## src/rtl/wb_ssp_responder_pkg.sv

```systemverilog
`default_nettype none
// ============================================================================
// Module      : wb_ssp_responder_pkg
// Description : Shared constants for the Wishbone-to-SSP responder: register
//               offsets, FSM state encoding, STATUS/CTRL bit positions and a
//               STATUS word packing helper.
// Revision    : 1.0 - initial release
// ============================================================================
package wb_ssp_responder_pkg;

    // Register offsets inside the four-word window
    localparam logic [1:0] OFF_TXDATA = 2'd0;
    localparam logic [1:0] OFF_RXDATA = 2'd1;
    localparam logic [1:0] OFF_STATUS = 2'd2;
    localparam logic [1:0] OFF_CTRL   = 2'd3;

    // FSM state encoding
    localparam logic [3:0] ST_IDLE    = 4'd0;
    localparam logic [3:0] ST_DECODE  = 4'd1;
    localparam logic [3:0] ST_TX_WAIT = 4'd2;
    localparam logic [3:0] ST_SSP_WR  = 4'd3;
    localparam logic [3:0] ST_SSP_RD  = 4'd4;
    localparam logic [3:0] ST_RD_CAP  = 4'd5;
    localparam logic [3:0] ST_REG     = 4'd6;
    localparam logic [3:0] ST_TERM    = 4'd7;
    localparam logic [3:0] ST_HOLD    = 4'd8;

    // STATUS bit indices
    localparam int STAT_TXINTR   = 0;
    localparam int STAT_RXINTR   = 1;
    localparam int STAT_TX_TMO   = 2;
    localparam int STAT_RX_UFLOW = 3;

    // CTRL bit indices
    localparam int CTRL_TXIE = 0;
    localparam int CTRL_RXIE = 1;

    // Pack the STATUS register word from its four source bits
    function automatic logic [31:0] status_word(input logic rx_uflow, input logic tx_tmo,
                                                input logic rxintr, input logic txintr);
        logic [31:0] w;
        w = '0;
        w[STAT_RX_UFLOW] = rx_uflow;
        w[STAT_TX_TMO]   = tx_tmo;
        w[STAT_RXINTR]   = rxintr;
        w[STAT_TXINTR]   = txintr;
        return w;
    endfunction

endpackage
`default_nettype wire

```

## src/rtl/wb_ssp_responder_if.sv

```systemverilog
`default_nettype none
// ============================================================================
// Module      : wb_ssp_responder_if
// Description : Bundles the Wishbone master pins and the SSP peripheral port
//               seen by the responder. slave = responder, master = environment.
// Revision    : 1.0 - initial release
// ============================================================================
interface wb_ssp_responder_if;
    logic [25:0] adr_i;
    logic [31:0] dat_i;
    logic        we_i;
    logic        stb_i;
    logic        cyc_i;
    logic        tagn_i;
    logic [31:0] dat_o;
    logic        ack_o;
    logic        err_o;
    logic        tagn_o;
    logic        ssp_psel_o;
    logic        ssp_pwrite_o;
    logic [7:0]  ssp_pwdata_o;
    logic [7:0]  ssp_prdata_i;
    logic        ssp_txintr_i;
    logic        ssp_rxintr_i;
    logic        irq_o;

    modport slave (
        input  adr_i, dat_i, we_i, stb_i, cyc_i, tagn_i,
        input  ssp_prdata_i, ssp_txintr_i, ssp_rxintr_i,
        output dat_o, ack_o, err_o, tagn_o,
        output ssp_psel_o, ssp_pwrite_o, ssp_pwdata_o, irq_o
    );

    modport master (
        output adr_i, dat_i, we_i, stb_i, cyc_i, tagn_i,
        output ssp_prdata_i, ssp_txintr_i, ssp_rxintr_i,
        input  dat_o, ack_o, err_o, tagn_o,
        input  ssp_psel_o, ssp_pwrite_o, ssp_pwdata_o, irq_o
    );
endinterface
`default_nettype wire

```

## src/rtl/wb_resp_timeout.sv

```systemverilog
`default_nettype none
// ============================================================================
// Module      : wb_resp_timeout
// Description : Stall counter for TXDATA writes. load clears it, count_en
//               advances it, expire flags the WAIT_TIMEOUT-th counted cycle.
// Revision    : 1.0 - initial release
// ============================================================================
module wb_resp_timeout #(
    parameter int WAIT_TIMEOUT = 16
) (
    input  logic clk,
    input  logic rst,
    input  logic load,
    input  logic count_en,
    output logic expire
);
    localparam int                 CNT_W = $clog2(WAIT_TIMEOUT + 1);
    localparam logic [CNT_W-1:0]   LAST  = CNT_W'(WAIT_TIMEOUT - 1);

    logic [CNT_W-1:0] count;

    // Expire on the stall cycle that would bring the count to WAIT_TIMEOUT
    assign expire = count_en && (count == LAST);

    // Count stalled cycles; cleared on load or reset, saturates at expiry
    always_ff @(posedge clk) begin
        if (rst || load) begin
            count <= '0;
        end else if (count_en && !expire) begin
            count <= count + CNT_W'(1);
        end
    end
endmodule
`default_nettype wire

```

## src/rtl/wb_ssp_responder.sv

```systemverilog
`default_nettype none
// ============================================================================
// Module      : wb_ssp_responder
// Description : Wishbone responder for the four-word SSP register window.
//               Converts bus accesses into single-cycle PSEL strobes, returns
//               PRDATA/STATUS/CTRL and terminates with ack or err.
// Revision    : 1.0 - initial release
// ============================================================================
module wb_ssp_responder
    import wb_ssp_responder_pkg::*;
#(
    parameter logic [25:0] BASE_ADDR    = 26'h0010000,
    parameter int          WAIT_TIMEOUT = 16
) (
    input  logic                  clk_i,
    input  logic                  rst_i,
    wb_ssp_responder_if.slave     bus
);
    logic [3:0]  state;
    logic [1:0]  off;
    logic        we;
    logic [7:0]  wbyte;
    logic [31:0] dat_q;
    logic        ack_q;
    logic        err_q;
    logic        tagn_q;
    logic        psel_q;
    logic        pwrite_q;
    logic [7:0]  pwdata_q;
    logic [1:0]  ctrl;
    logic        tx_tmo;
    logic        rx_uflow;

    logic        hit;
    logic        tmr_load;
    logic        tmr_en;
    logic        tmr_expire;
    logic        tmo_set;
    logic        uflow_set;
    logic        status_clr;

    assign hit = bus.cyc_i && bus.stb_i && (bus.adr_i[25:2] == BASE_ADDR[25:2]);

    assign tmr_load   = (state == ST_DECODE);
    assign tmr_en     = (state == ST_TX_WAIT) && bus.ssp_txintr_i;
    assign tmo_set    = tmr_en && tmr_expire;
    assign uflow_set  = (state == ST_SSP_RD) && !psel_q && !bus.ssp_rxintr_i;
    assign status_clr = (state == ST_REG) && (off == OFF_STATUS) && !we;

    wb_resp_timeout #(
        .WAIT_TIMEOUT (WAIT_TIMEOUT)
    ) u_timeout (
        .clk      (clk_i),
        .rst      (rst_i),
        .load     (tmr_load),
        .count_en (tmr_en),
        .expire   (tmr_expire)
    );

    // Sticky STATUS flags: clear-on-read, a same-cycle set takes priority
    always_ff @(posedge clk_i) begin
        if (rst_i) begin
            tx_tmo   <= 1'b0;
            rx_uflow <= 1'b0;
        end else begin
            tx_tmo   <= tmo_set   || (tx_tmo   && !status_clr);
            rx_uflow <= uflow_set || (rx_uflow && !status_clr);
        end
    end

    // Transfer FSM with registered bus and SSP outputs
    always_ff @(posedge clk_i) begin
        if (rst_i) begin
            state    <= ST_IDLE;
            off      <= '0;
            we       <= 1'b0;
            wbyte    <= '0;
            dat_q    <= '0;
            ack_q    <= 1'b0;
            err_q    <= 1'b0;
            tagn_q   <= 1'b0;
            psel_q   <= 1'b0;
            pwrite_q <= 1'b0;
            pwdata_q <= '0;
            ctrl     <= '0;
        end else begin
            case (state)
                ST_IDLE: begin
                    if (hit) begin
                        off    <= bus.adr_i[1:0];
                        we     <= bus.we_i;
                        wbyte  <= bus.dat_i[7:0];
                        tagn_q <= bus.tagn_i;
                        state  <= ST_DECODE;
                    end
                end
                ST_DECODE: begin
                    if (off == OFF_TXDATA && we) begin
                        state <= ST_TX_WAIT;
                    end else if (off == OFF_RXDATA && !we) begin
                        state <= ST_SSP_RD;
                    end else begin
                        state <= ST_REG;
                    end
                end
                ST_TX_WAIT: begin
                    if (!bus.ssp_txintr_i) begin
                        psel_q   <= 1'b1;
                        pwrite_q <= 1'b1;
                        pwdata_q <= wbyte;
                        state    <= ST_SSP_WR;
                    end else if (tmr_expire) begin
                        err_q <= 1'b1;
                        state <= ST_TERM;
                    end
                end
                ST_SSP_WR: begin
                    psel_q   <= 1'b0;
                    pwrite_q <= 1'b0;
                    ack_q    <= 1'b1;
                    state    <= ST_TERM;
                end
                ST_SSP_RD: begin
                    // First cycle checks the RX FIFO, second cycle carries the strobe
                    if (psel_q) begin
                        psel_q <= 1'b0;
                        state  <= ST_RD_CAP;
                    end else if (bus.ssp_rxintr_i) begin
                        psel_q   <= 1'b1;
                        pwrite_q <= 1'b0;
                    end else begin
                        dat_q <= '0;
                        ack_q <= 1'b1;
                        state <= ST_TERM;
                    end
                end
                ST_RD_CAP: begin
                    dat_q <= {24'b0, bus.ssp_prdata_i};
                    ack_q <= 1'b1;
                    state <= ST_TERM;
                end
                ST_REG: begin
                    state <= ST_TERM;
                    if (off == OFF_STATUS && !we) begin
                        dat_q <= status_word(rx_uflow, tx_tmo, bus.ssp_rxintr_i, bus.ssp_txintr_i);
                        ack_q <= 1'b1;
                    end else if (off == OFF_CTRL) begin
                        if (we) begin
                            ctrl <= wbyte[1:0];
                        end else begin
                            dat_q <= {30'b0, ctrl};
                        end
                        ack_q <= 1'b1;
                    end else begin
                        err_q <= 1'b1;
                    end
                end
                ST_TERM: begin
                    ack_q <= 1'b0;
                    err_q <= 1'b0;
                    dat_q <= '0;
                    state <= ST_HOLD;
                end
                ST_HOLD: begin
                    // Wait for the master to drop stb so one cycle is acked once
                    if (!bus.stb_i) begin
                        state <= ST_IDLE;
                    end
                end
                default: begin
                    state <= ST_IDLE;
                end
            endcase
        end
    end

    assign bus.dat_o        = dat_q;
    assign bus.ack_o        = ack_q;
    assign bus.err_o        = err_q;
    assign bus.tagn_o       = tagn_q;
    assign bus.ssp_psel_o   = psel_q;
    assign bus.ssp_pwrite_o = pwrite_q;
    assign bus.ssp_pwdata_o = pwdata_q;
    assign bus.irq_o        = (ctrl[CTRL_TXIE] && !bus.ssp_txintr_i) ||
                              (ctrl[CTRL_RXIE] &&  bus.ssp_rxintr_i);
endmodule
`default_nettype wire

```

## src/flat_wrapper.sv

```systemverilog
// flat-port wrapper written by rule: the top's interface ports become plain ports
module wb_ssp_responder_flat import wb_ssp_responder_pkg::*;
#(
    parameter logic [25:0] BASE_ADDR    = 26'h0010000,
    parameter int          WAIT_TIMEOUT = 16
)
  (clk_i, rst_i, bus_adr_i, bus_dat_i, bus_we_i, bus_stb_i, bus_cyc_i, bus_tagn_i, bus_ssp_prdata_i, bus_ssp_txintr_i, bus_ssp_rxintr_i, bus_dat_o, bus_ack_o, bus_err_o, bus_tagn_o, bus_ssp_psel_o, bus_ssp_pwrite_o, bus_ssp_pwdata_o, bus_irq_o);
  wb_ssp_responder_if bus_i ();
  input  logic clk_i;
  input  logic rst_i;
  input wire logic [$bits(bus_i.adr_i)-1:0] bus_adr_i;
  input wire logic [$bits(bus_i.dat_i)-1:0] bus_dat_i;
  input wire logic [$bits(bus_i.we_i)-1:0] bus_we_i;
  input wire logic [$bits(bus_i.stb_i)-1:0] bus_stb_i;
  input wire logic [$bits(bus_i.cyc_i)-1:0] bus_cyc_i;
  input wire logic [$bits(bus_i.tagn_i)-1:0] bus_tagn_i;
  input wire logic [$bits(bus_i.ssp_prdata_i)-1:0] bus_ssp_prdata_i;
  input wire logic [$bits(bus_i.ssp_txintr_i)-1:0] bus_ssp_txintr_i;
  input wire logic [$bits(bus_i.ssp_rxintr_i)-1:0] bus_ssp_rxintr_i;
  output wire logic [$bits(bus_i.dat_o)-1:0] bus_dat_o;
  output wire logic [$bits(bus_i.ack_o)-1:0] bus_ack_o;
  output wire logic [$bits(bus_i.err_o)-1:0] bus_err_o;
  output wire logic [$bits(bus_i.tagn_o)-1:0] bus_tagn_o;
  output wire logic [$bits(bus_i.ssp_psel_o)-1:0] bus_ssp_psel_o;
  output wire logic [$bits(bus_i.ssp_pwrite_o)-1:0] bus_ssp_pwrite_o;
  output wire logic [$bits(bus_i.ssp_pwdata_o)-1:0] bus_ssp_pwdata_o;
  output wire logic [$bits(bus_i.irq_o)-1:0] bus_irq_o;
  assign bus_i.adr_i = bus_adr_i;
  assign bus_i.dat_i = bus_dat_i;
  assign bus_i.we_i = bus_we_i;
  assign bus_i.stb_i = bus_stb_i;
  assign bus_i.cyc_i = bus_cyc_i;
  assign bus_i.tagn_i = bus_tagn_i;
  assign bus_i.ssp_prdata_i = bus_ssp_prdata_i;
  assign bus_i.ssp_txintr_i = bus_ssp_txintr_i;
  assign bus_i.ssp_rxintr_i = bus_ssp_rxintr_i;
  assign bus_dat_o = bus_i.dat_o;
  assign bus_ack_o = bus_i.ack_o;
  assign bus_err_o = bus_i.err_o;
  assign bus_tagn_o = bus_i.tagn_o;
  assign bus_ssp_psel_o = bus_i.ssp_psel_o;
  assign bus_ssp_pwrite_o = bus_i.ssp_pwrite_o;
  assign bus_ssp_pwdata_o = bus_i.ssp_pwdata_o;
  assign bus_irq_o = bus_i.irq_o;
  wb_ssp_responder #(.BASE_ADDR(BASE_ADDR), .WAIT_TIMEOUT(WAIT_TIMEOUT)) u_core (.clk_i(clk_i), .rst_i(rst_i), .bus(bus_i));
endmodule
```

## config.mk

```make
export PLATFORM = sky130hd
export DESIGN_NAME = wb_ssp_responder_flat
export DESIGN_NICKNAME = d
export VERILOG_FILES = /design/src/rtl/wb_ssp_responder_pkg.sv /design/src/rtl/wb_ssp_responder_if.sv /design/src/rtl/wb_resp_timeout.sv /design/src/rtl/wb_ssp_responder.sv /design/src/flat_wrapper.sv
export SDC_FILE = /design/constraint.sdc
export NUM_CORES = 1
export LEC_CHECK = 0
export BUFFER_PORTS_ARGS = -buffer_cell sky130_fd_sc_hd__buf_2
export CORE_MARGIN = 2
export CORE_UTILIZATION = 45
export CTS_BUF_LIST = sky130_fd_sc_hd__clkbuf_16
export DETAILED_ROUTE_END_ITERATION = 16
export MAX_ROUTING_LAYER = met4
export PLACE_DENSITY_LB_ADDON = 0.12
export SETUP_SLACK_MARGIN = 0.05
export SYNTH_ARGS = -nofsm -noshare
export SYNTH_HDL_FRONTEND = slang
export SYNTH_SLANG_ARGS = --single-unit
```

## constraint.sdc

```tcl
create_clock -name clk_i -period 2.3 [get_ports clk_i]
set_clock_uncertainty 0.05 [all_clocks]
set_input_delay 0.115 -clock clk_i [delete_from_list [all_inputs] [get_ports clk_i]]
set_output_delay 0.115 -clock clk_i [all_outputs]
set_load 0.03 [all_outputs]
```

==> results.py, run 1 <==
metrics = {
    "route": {
        "routedLengthMet1_um": 2429,
        "wl_um": 5155,
        "avgViaCountPerCell": 5.183,
        "top_layer": "met4",
        "first_iter_violations": 203,
        "wire_per_inst_um": 12.76,
        "drt_pass1_iterations": 4,
        "drc_errors": 0,
        "ant_nets": 0,
        "vias": 2094,
        "wl_met3_um": 325,
        "met2WireLength_um": 2353,
    },
    "power": {
        "switchingPower_uw": 958.8,
        "finalPower_mw": 2.570,
        "power_density_nw_per_um2": 931.3,
        "combPwrFrac_pct": 34.7,
        "power.leakage_nw": 1.183,
        "irDropWorstVdd_v": 0.0004849,
        "clockPowerShare_pct": 27.3,
        "power_frac_seq_pct": 38.0,
        "p_int_mw": 1.612,
        "sw_frac_of_total_pct": 37.30,
    },
    "timing": {
        "final_max_slew_viol_count": 0,
        "fmax_ghz": 0.5050,
        "fin_tns_setup_ns": 0,
        "rsz0062_at_grt": "no",
        "tightestPinTransition_ns": 0.7373,
        "worst_slew_margin_rel_pct": 50.85,
        "setup_viol": 0,
        "worst_slack_ns": 0.3199,
        "finalCriticalPeriod_ns": 1.980,
        "period_share_pct": 86.09,
        "hold_viol": 0,
    },
    "logic_synthesis": {
        "mappedNetlistArea_um2": 2271,
        "seq_area_frac_synth_pct": 39.67,
        "synth_flop_cell": "dfxtp_1",
        "netlist_top_cells_area": "dfxtp_1 40%, buf_4 7.9%, nor2_1 5.0%, mux2i_1 4.8%, nand4_1 4.7%",
        "yosys_warnings": 0,
        "synth_edf_count": 0,
        "yosysTopAreaCell": "dfxtp_1",
        "synth_seq_cells": 45,
        "synth_cells": 268,
        "yosysUniqueCellTypes": 43,
        "synthArstFlopShare_pct": 0,
        "syn_area_per_cell_um2": 8.474,
        "netlist.area_leader.share_pct": 39.67,
    },
    "floorplanning": {
        "ios": 120,
        "die_w_um": 75.04,
        "core_um2": 4786,
        "start_util_pct": 47.45,
        "num_rows": 25,
        "die_area_um2": 5631,
        "die_h_um": 75.04,
    },
    "cells_and_area": {
        "area_delta_synth_final_pct": 21.54,
        "utilization_pct": 57.67,
        "fin_area_um2": 2760,
        "fin_nets": 412,
        "final_cell_mix": "71 x buf_2, 45 x dfxtp_1, 30 x nor2_1, 24 x conb_1, 21 x a21oi_1",
        "final_common_cell": "buf_2",
        "drive_above_1_share_pct": 27.60,
        "n_antenna_cell": 0,
    },
    "worst_setup_path": {
        "required_ns": 2.39,
        "start_kind": "register",
        "crit_fanout": 15,
        "worst_ep_arrival_time_ns": 2.07,
        "critical_path_class": "reg2reg",
        "cp-end-kind": "register",
    },
    "clocking": {
        "cts_tree": "built",
        "cts_buffer_depth": 2,
        "h-tree-depth": 2,
        "cts_buffers": 5,
        "cts-root-buf": "clkbuf_16",
        "hold_buffers": 0,
        "postCtsSetupRepairBufs": 0,
        "clock_latency_ns": 0.28,
        "cts_sinks": 45,
        "clkSlewWorstSetupHoldPaths_ns": 0.06,
        "post_cts_resized": 0,
    },
    "place": {
        "dpl_cell_area_um2": 2613,
        "preCtsSetupSlack_ns": 0.3515,
        "dp_hpwl_um": 3649,
        "port_buffers": 71,
        "gp_congestion": 0.8507,
    },
    "min_path": {
        "hold_class": "in2reg",
    },
    "grt": {
        "grt_max_degree": 41,
        "grtUsageTotal_pct": 19.44,
        "grt_first_pass_wirelength_um": 8245,
        "antenna_found_initial": 0,
        "grt_pass1_vias": 1841,
        "grt-ovfl-total": 0,
    },
    "status": {
        "status": "finished clean",
    },
    "flow_run": {
        "drv_cap": 0,
    },
}
## cells by family (layout without fill, tap and decap cells)
logic type / after synthesis / in the layout / share of synthesized area, %
flip-flops: 45 / 45 / 39.67
buffers and inverters: 46 / 92 / 11.68
adder cells (fa/ha/maj): 2 / 2 / 1.102
AND/OR/NAND/NOR: 102 / 102 / 25.62
XOR/XNOR: 3 / 3 / 1.157
multiplexers: 13 / 13 / 5.840
other: 1 / 24 / 0.1651
AO/OA/AOI/OAI: 56 / 56 / 14.77
## flip-flops by register name, indices dropped and copies added, names as in the netlist
register / flops
u_core.bus.dat_o: 8
u_core.bus.ssp_pwdata_o: 8
u_core.wbyte: 8
u_core.u_timeout.count: 5
u_core.state: 4
u_core.ctrl: 2
u_core.off: 2
u_core.bus.ack_o: 1
u_core.bus.err_o: 1
u_core.bus.ssp_psel_o: 1
u_core.bus.ssp_pwrite_o: 1
u_core.bus.tagn_o: 1
u_core.rx_uflow: 1
u_core.tx_tmo: 1
u_core.we: 1
## synth_stat cells (6+ instances only)
master,instances
a21oi_1,21
buf_4,24
clkbuf_1,13
dfxtp_1,45
inv_1,6
mux2i_1,11
nand2_1,6
nand4_1,17
nor2_1,30
nor2b_1,7
nor4_1,6
o21ai_0,16
## area by class of cell
| cell class | instances | area, um^2 |
|---|---|---|
| Fill cell | 467 | 2026 |
| Multi-Input combinational cell | 200 | 1197 |
| Sequential cell | 45 | 900.9 |
| Timing Repair Buffer | 78 | 407.9 |
| Clock buffer | 5 | 125.1 |
| Tap cell | 67 | 83.83 |
| Clock inverter | 3 | 22.52 |
| Inverter | 6 | 22.52 |
## per-stage QoR
step / hold WS [ns] / instances
finish: 0.01538 / 404
detailed placement: 0.3105 / 396
global route: 0.04132 / 404
floorplan: 0.2010 / 291
global placement: 0.3023 / 396
CTS: 0.01796 / 404
## worst paths after layout
kind                                to  cells past startpoint  slack, ns                      start
min reg2reg  u_core.u_timeout.count[4]                      2       0.41  u_core.u_timeout.count[4]
min                u_core.bus.dat_o[6]                      3       0.02        bus_ssp_prdata_i[6]
max reg2reg            u_core.wbyte[7]                      4       0.32            u_core.state[0]
max                    u_core.wbyte[7]                      4       0.32            u_core.state[0]
## layer usage
layer	up-vias	GRT usage [%]
met5	-	-
met4	0	4.762
met3	5	4.284
met2	75	29.63
met1	963	26.28
li1	1051	-
## worst max-delay path, stage by stage, from the launching register on
cell and delay, ns:
dfxtp_1 0.46, nor4_2 0.42, nand4_1 0.43, o21ai_0 0.36, a21oi_1 0.10
## power by group through the flow
| stage | clock [mW] | combinational (mW) | sequential [mW] |
|---|---|---|---|
| after floorplan | 0 | 0.634 | 1.01 |
| after global placement | 0 | 0.876 | 0.990 |
| after detailed placement | 0 | 0.883 | 0.991 |
| after CTS | 0.723 | 0.890 | 0.975 |
| after global routing | 0.755 | 0.982 | 0.994 |
| final | 0.701 | 0.893 | 0.977 |
Power figures use the tool's default switching activity.
==> run 2, diff against run 1 <==
Settings changed: ABC_AREA set to 1, CORE_UTILIZATION 45 to 46.
==> results.py, run 2 <==
metrics = {
    "logic_synthesis": {
        "synth_flop_cell": "dfxtp_1",
        "synthAdderAreaFrac_pct": 1.004,
        "netlist.area_leader.share_pct": 36.13,
        "seq_area_frac_synth_pct": 36.13,
        "synthMostInstantiatedCell": "nand2_1",
        "synth-simple-area-share_pct": 36.98,
        "synth_top_family_by_area": "simple AND/OR/NAND/NOR gates",
        "yosys_warnings": 0,
        "synth_compound_area_share_pct": 9.132,
        "synth_mux_area_share_pct": 0,
        "yosysUniqueCellTypes": 32,
        "synth_cells": 363,
        "synth_edf_count": 0,
        "synth_xor_area_share_pct": 0.3512,
        "netlist_top_cells_area": "dfxtp_1 36%, nand2_1 11%, buf_4 7.2%, nor2_1 7.2%, inv_1 6.2%",
        "syn_area_per_cell_um2": 6.870,
        "synthArstFlopShare_pct": 0,
        "yosysTopAreaCell": "dfxtp_1",
        "synth_seq_cells": 45,
        "synth_common_cells": "75 x nand2_1, 48 x nor2_1, 45 x dfxtp_1",
        "mappedNetlistArea_um2": 2494,
    },
    "cells_and_area": {
        "fin_nets": 513,
        "multi_input_area_um2": 1274,
        "seqCellArea_um2": 900.9,
        "fin_area_um2": 3030,
        "area_delta_synth_final_pct": 21.53,
        "utilization_pct": 58.59,
        "fill_cells": 513,
        "final_common_cell": "nand2_1",
        "final_cell_mix": "75 x nand2_1, 71 x buf_2, 48 x nor2_1, 45 x dfxtp_1, 41 x inv_1",
        "drive_above_1_share_pct": 25.34,
        "n_antenna_cell": 0,
    },
    "route": {
        "vias": 2330,
        "avgViaCountPerCell": 4.587,
        "drc_errors": 0,
        "drt_pass1_iterations": 5,
        "wl_um": 5691,
        "ant_nets": 0,
        "first_iter_violations": 126,
        "wire_per_inst_um": 11.20,
    },
    "status": {
        "status": "finished clean",
    },
    "clocking": {
        "h-tree-depth": 2,
        "hold_buffers": 0,
        "clock_latency_ns": 0.28,
        "cts_buffer_depth": 2,
        "cts_sinks": 45,
        "post_cts_resized": 0,
        "cts-root-buf": "clkbuf_16",
        "cts_tree": "built",
        "clkSlewWorstSetupHoldPaths_ns": 0.06,
        "cts_buffers": 5,
        "postCtsSetupRepairBufs": 0,
    },
    "worst_setup_path": {
        "crit_path_start": "u_core.state[0]",
        "start_kind": "register",
        "required_ns": 2.47,
        "r2r_end": "u_core.we",
        "critical_path_class": "reg2reg",
        "rrSetupSlack_ns": 0.59,
        "reg2regPathDepth": 7,
        "worst_ep_arrival_time_ns": 1.88,
        "r2r-start": "u_core.state[0]",
        "crit_end": "u_core.we",
        "crit_fanout": 14,
        "cp-end-kind": "register",
    },
    "floorplanning": {
        "die_h_um": 77.63,
        "ios": 120,
        "num_rows": 26,
        "core_um2": 5172,
        "start_util_pct": 48.21,
        "die_area_um2": 6026,
        "die_w_um": 77.63,
    },
    "power": {
        "irDropWorstVdd_v": 0.0004136,
        "power.leakage_nw": 1.500,
        "power_density_nw_per_um2": 842.6,
    },
    "min_path": {
        "hold_class": "in2reg",
        "min-delay-start": "bus_ssp_prdata_i[6]",
    },
    "timing": {
        "finalCriticalPeriod_ns": 1.711,
        "rsz0062_at_grt": "no",
        "final_max_slew_viol_count": 0,
        "fmax_ghz": 0.5845,
        "hold_viol": 0,
        "worst_slack_ns": 0.5892,
        "period_share_pct": 74.38,
        "fin_tns_setup_ns": 0,
        "setup_viol": 0,
    },
    "grt": {
        "grt_pass1_vias": 2240,
        "grt-ovfl-total": 0,
        "antenna_found_initial": 0,
        "grt_first_pass_wirelength_um": 9880,
        "grtUsageTotal_pct": 20.78,
        "grt_max_degree": 22,
    },
    "flow_run": {
        "drv_cap": 0,
    },
    "place": {
        "dpl_cell_area_um2": 2840,
        "port_buffers": 71,
        "preCtsSetupSlack_ns": 0.5767,
        "dp_hpwl_um": 4245,
        "gp_congestion": 0.8697,
    },
}
==> run 2: cell types whose count changed after synthesis, sizes merged, moves of 6 or more <==
| cell | change |
|---|---|
| nand2 | +75 |
| inv | +44 |
| nor2 | +26 |
| nand3 | +25 |
| nand4 | -14 |
| mux2i | -11 |
| clkbuf | -10 |
| nand3b | +8 |
| a21oi | +7 |
| nor2b | -7 |
| nor4 | -6 |
==> run 2: worst min-delay path by stage <==
stage	endpoint	slack, ns	depth (start not counted)
after floorplan	u_core.bus.dat_o[4]	0.21	2
after global placement	u_core.bus.dat_o[6]	0.32	3
after detailed placement	u_core.bus.dat_o[7]	0.33	3
after CTS	u_core.bus.dat_o[6]	0.03	3
after global routing	u_core.bus.dat_o[5]	0.05	3
final	u_core.bus.dat_o[6]	0.03	3
==> run 2: layout make-up <==
class	instances	share of cell area, %
Sequential cell	45	29.73
Timing Repair Buffer	74	12.47
Inverter	53	6.606
Clock buffer	5	4.129
Multi-Input combinational cell	258	42.03
Clock inverter	3	2.147
Tap cell	70	2.890
==> run 2: cell families (layout without fill, tap and decap cells) <==
kind of cell / Yosys count / in the layout
AND/OR/NAND/NOR: 187 / 187
buffers and inverters: 83 / 135
flip-flops: 45 / 45
AO/OA/AOI/OAI: 44 / 44
adder cells (fa/ha/maj): 2 / 2
other: 1 / 24
XOR/XNOR: 1 / 1
==> run 2: worst max-delay path, cell delays in order, from the launching register on <==
cell     delay (ns)
dfxtp_1        0.43
nor2_4         0.21
inv_2          0.07
nor2_4         0.26
nand2_1        0.34
nand2_1        0.15
inv_1          0.05
nor2_1         0.09
==> run 2: power breakdown <==
part / internal, mW / switching [mW] / total [mW]
Sequential: 0.835 / 0.0642 / 0.899
Combinational: 0.219 / 0.514 / 0.733
Clock: 0.620 / 0.301 / 0.921
==> run 2: metal layers <==
metal  GRT usage [%]  wire [um]  vias to the layer above
met2           36.03       2812                       60
met5               -          0                        -
li1                -          -                     1239
met1           24.95       2554                     1027
met3           3.721        285                        4
met4           5.179         38                        0
==> run 2: through the flow <==
step	hold slack, ns	cells	total power, mW
after floorplan	0.2125	386	1.510
after global placement	0.3195	500	1.639
after detailed placement	0.3255	500	1.647
after CTS	0.02924	508	2.565
after global routing	0.04509	508	2.700
final	0.02797	508	2.554
==> run 3, diff against run 2 <==
Settings changed: ABC_AREA 1 to 0, CORE_UTILIZATION 46 to 45.
Clock period 2.3 ns to 1.7 ns, I/O delays scaled along.
==> results.py, run 3 (synthesis results as in run 1) <==
metrics = {
    "grt": {
        "grtUsageTotal_pct": 23.17,
        "antenna_found_initial": 0,
        "grt-ovfl-total": 0,
        "grt_first_pass_wirelength_um": 9770,
        "grt_max_degree": 27,
        "grt_pass1_vias": 2115,
    },
    "power": {
        "irDropWorstVdd_v": 0.0005857,
        "power_density_nw_per_um2": 1272,
        "finalPower_mw": 4.186,
        "power.leakage_nw": 1.432,
    },
    "timing": {
        "period_share_pct": 102.3,
        "tightestPinTransition_ns": 0.5253,
        "whs_ns": -0.001829,
        "rsz0062_at_grt": "yes",
        "worst_slew_margin_rel_pct": 64.98,
        "finalCriticalPeriod_ns": 1.739,
        "worst_slack_ns": -0.03891,
        "setup_viol": 3,
        "final_max_slew_viol_count": 0,
        "hold_viol": 1,
        "fmax_ghz": 0.5751,
    },
    "clocking": {
        "cts_sinks": 45,
        "cts-root-buf": "clkbuf_16",
        "clock_latency_ns": 0.29,
        "cts_buffer_depth": 2,
        "cts_tree": "built",
        "cts_buffers": 5,
        "h-tree-depth": 2,
        "clkSlewWorstSetupHoldPaths_ns": 0.07,
    },
    "worst_setup_path": {
        "cpMostUsedCell": "or4b_4",
        "r2r-start": "u_core.state[2]",
        "crit_fanout": 8,
        "cp-end-kind": "register",
        "critical_path_class": "reg2reg",
        "crit_path_start": "u_core.state[2]",
        "slowest_delay_ns": 0.53,
        "start_kind": "register",
        "crit_slowest_cell": "or4b_4",
        "required_ns": 1.83,
        "crit_path_cell_trace": "or4b_4 -> or4b_4 -> xor2_1 -> nor2_1",
        "worst_ep_arrival_time_ns": 1.87,
    },
    "place": {
        "gp_congestion": 0.8557,
        "port_buffers": 71,
        "placedCellCount": 423,
        "dp_hpwl_um": 4212,
    },
    "cells_and_area": {
        "final_cell_mix": "71 x buf_2, 38 x dfxtp_1, 36 x buf_4, 30 x nor2_1, 24 x conb_1",
        "finalNonFillerCells": 445,
        "drive_above_1_share_pct": 43.65,
        "fill_cells": 414,
        "n_antenna_cell": 0,
        "fin_nets": 453,
        "area_delta_synth_final_pct": 44.85,
        "final_common_cell": "buf_2",
    },
    "route": {
        "vias": 2339,
        "drc_errors": 0,
        "wire_per_inst_um": 13.71,
        "drt_pass1_iterations": 4,
        "first_iter_violations": 82,
        "wl_um": 6100,
        "avgViaCountPerCell": 5.256,
        "ant_nets": 0,
    },
    "floorplanning": {
        "num_rows": 25,
        "ios": 120,
        "die_area_um2": 5631,
        "core_um2": 4786,
        "die_w_um": 75.04,
        "die_h_um": 75.04,
        "start_util_pct": 47.45,
    },
    "status": {
        "failed_checks": "hold timing, setup timing",
        "status": "complete, but fails checks",
    },
    "flow_run": {
        "drv_cap": 0,
    },
    "min_path": {
        "hold_class": "in2reg",
        "min-delay-start": "bus_ssp_prdata_i[4]",
    },
}
-- run 3: path summary, 6_finish.rpt --
path,end,slack (ns),depth (start not counted)
worst min-delay path,u_core.bus.dat_o[4],-0.002,3
worst max-delay path,u_core.u_timeout.count[3],-0.04,4
worst min register to register,u_core.u_timeout.count[4],0.41,2
worst max register to register,u_core.u_timeout.count[3],-0.04,4
-- run 3: cell type report --
| type | instances | area, um^2 | area share (%) |
|---|---|---|---|
| clock inverter | 3 | 21.27 | 0.6466 |
| clock buffer | 5 | 125.1 | 3.804 |
| tap | 67 | 83.83 | 2.549 |
| timing repair buffer | 119 | 774.5 | 23.55 |
| inverter | 6 | 22.52 | 0.6847 |
| sequential | 45 | 917.1 | 27.88 |
| multi-input combinational | 200 | 1345 | 40.89 |
-- run 3: where the power goes --
part / leakage (nW) / switching [mW] / total [mW] / internal, mW
Combinational: 0.994 / 1.00 / 1.93 / 0.925
Sequential: 0.368 / 0.0951 / 1.28 / 1.18
Clock: 0.0702 / 0.432 / 0.979 / 0.547
-- run 3: routing by layer --
metal	vias to the layer above	GRT usage [%]	share of wire, %
met5	-	-	0
met4	0	7.143	2.2
met3	16	4.552	6.4
met2	107	35.67	46
met1	1076	30.72	45
li1	1140	-	-
-- run 3: timing repair --
action	in CTS	in global routing
endpoints found under the setup margin	27	43
gates cloned	1	0
gates resized for setup	28	33
buffers inserted	6	5
hold buffers	2	0
pin swaps	4	18
hold endpoints to repair	2	0
-- run 3: worst max-delay path, delay by kind of cell, from the launching register on --
| kind | cells | cell delay, ns |
|---|---|---|
| XOR/XNOR | 1 | 0.14 |
| flip-flops | 1 | 0.37 |
| AND/OR/NAND/NOR | 3 | 1.08 |
-- run 3: through the flow --
step,area [um^2],utilization (%),setup TNS (ns),setup WS (ns)
final,3289,68.73,-0.04935,-0.03891
after global routing,3289,68.73,-1.346,-0.1059
after CTS,3139,65.59,-0.1823,-0.06610
after detailed placement,2836,59.27,-0.5489,-0.1391
after global placement,2836,59.27,-0.2855,-0.08657
after floorplan,2376,-,-0.05298,-0.05298
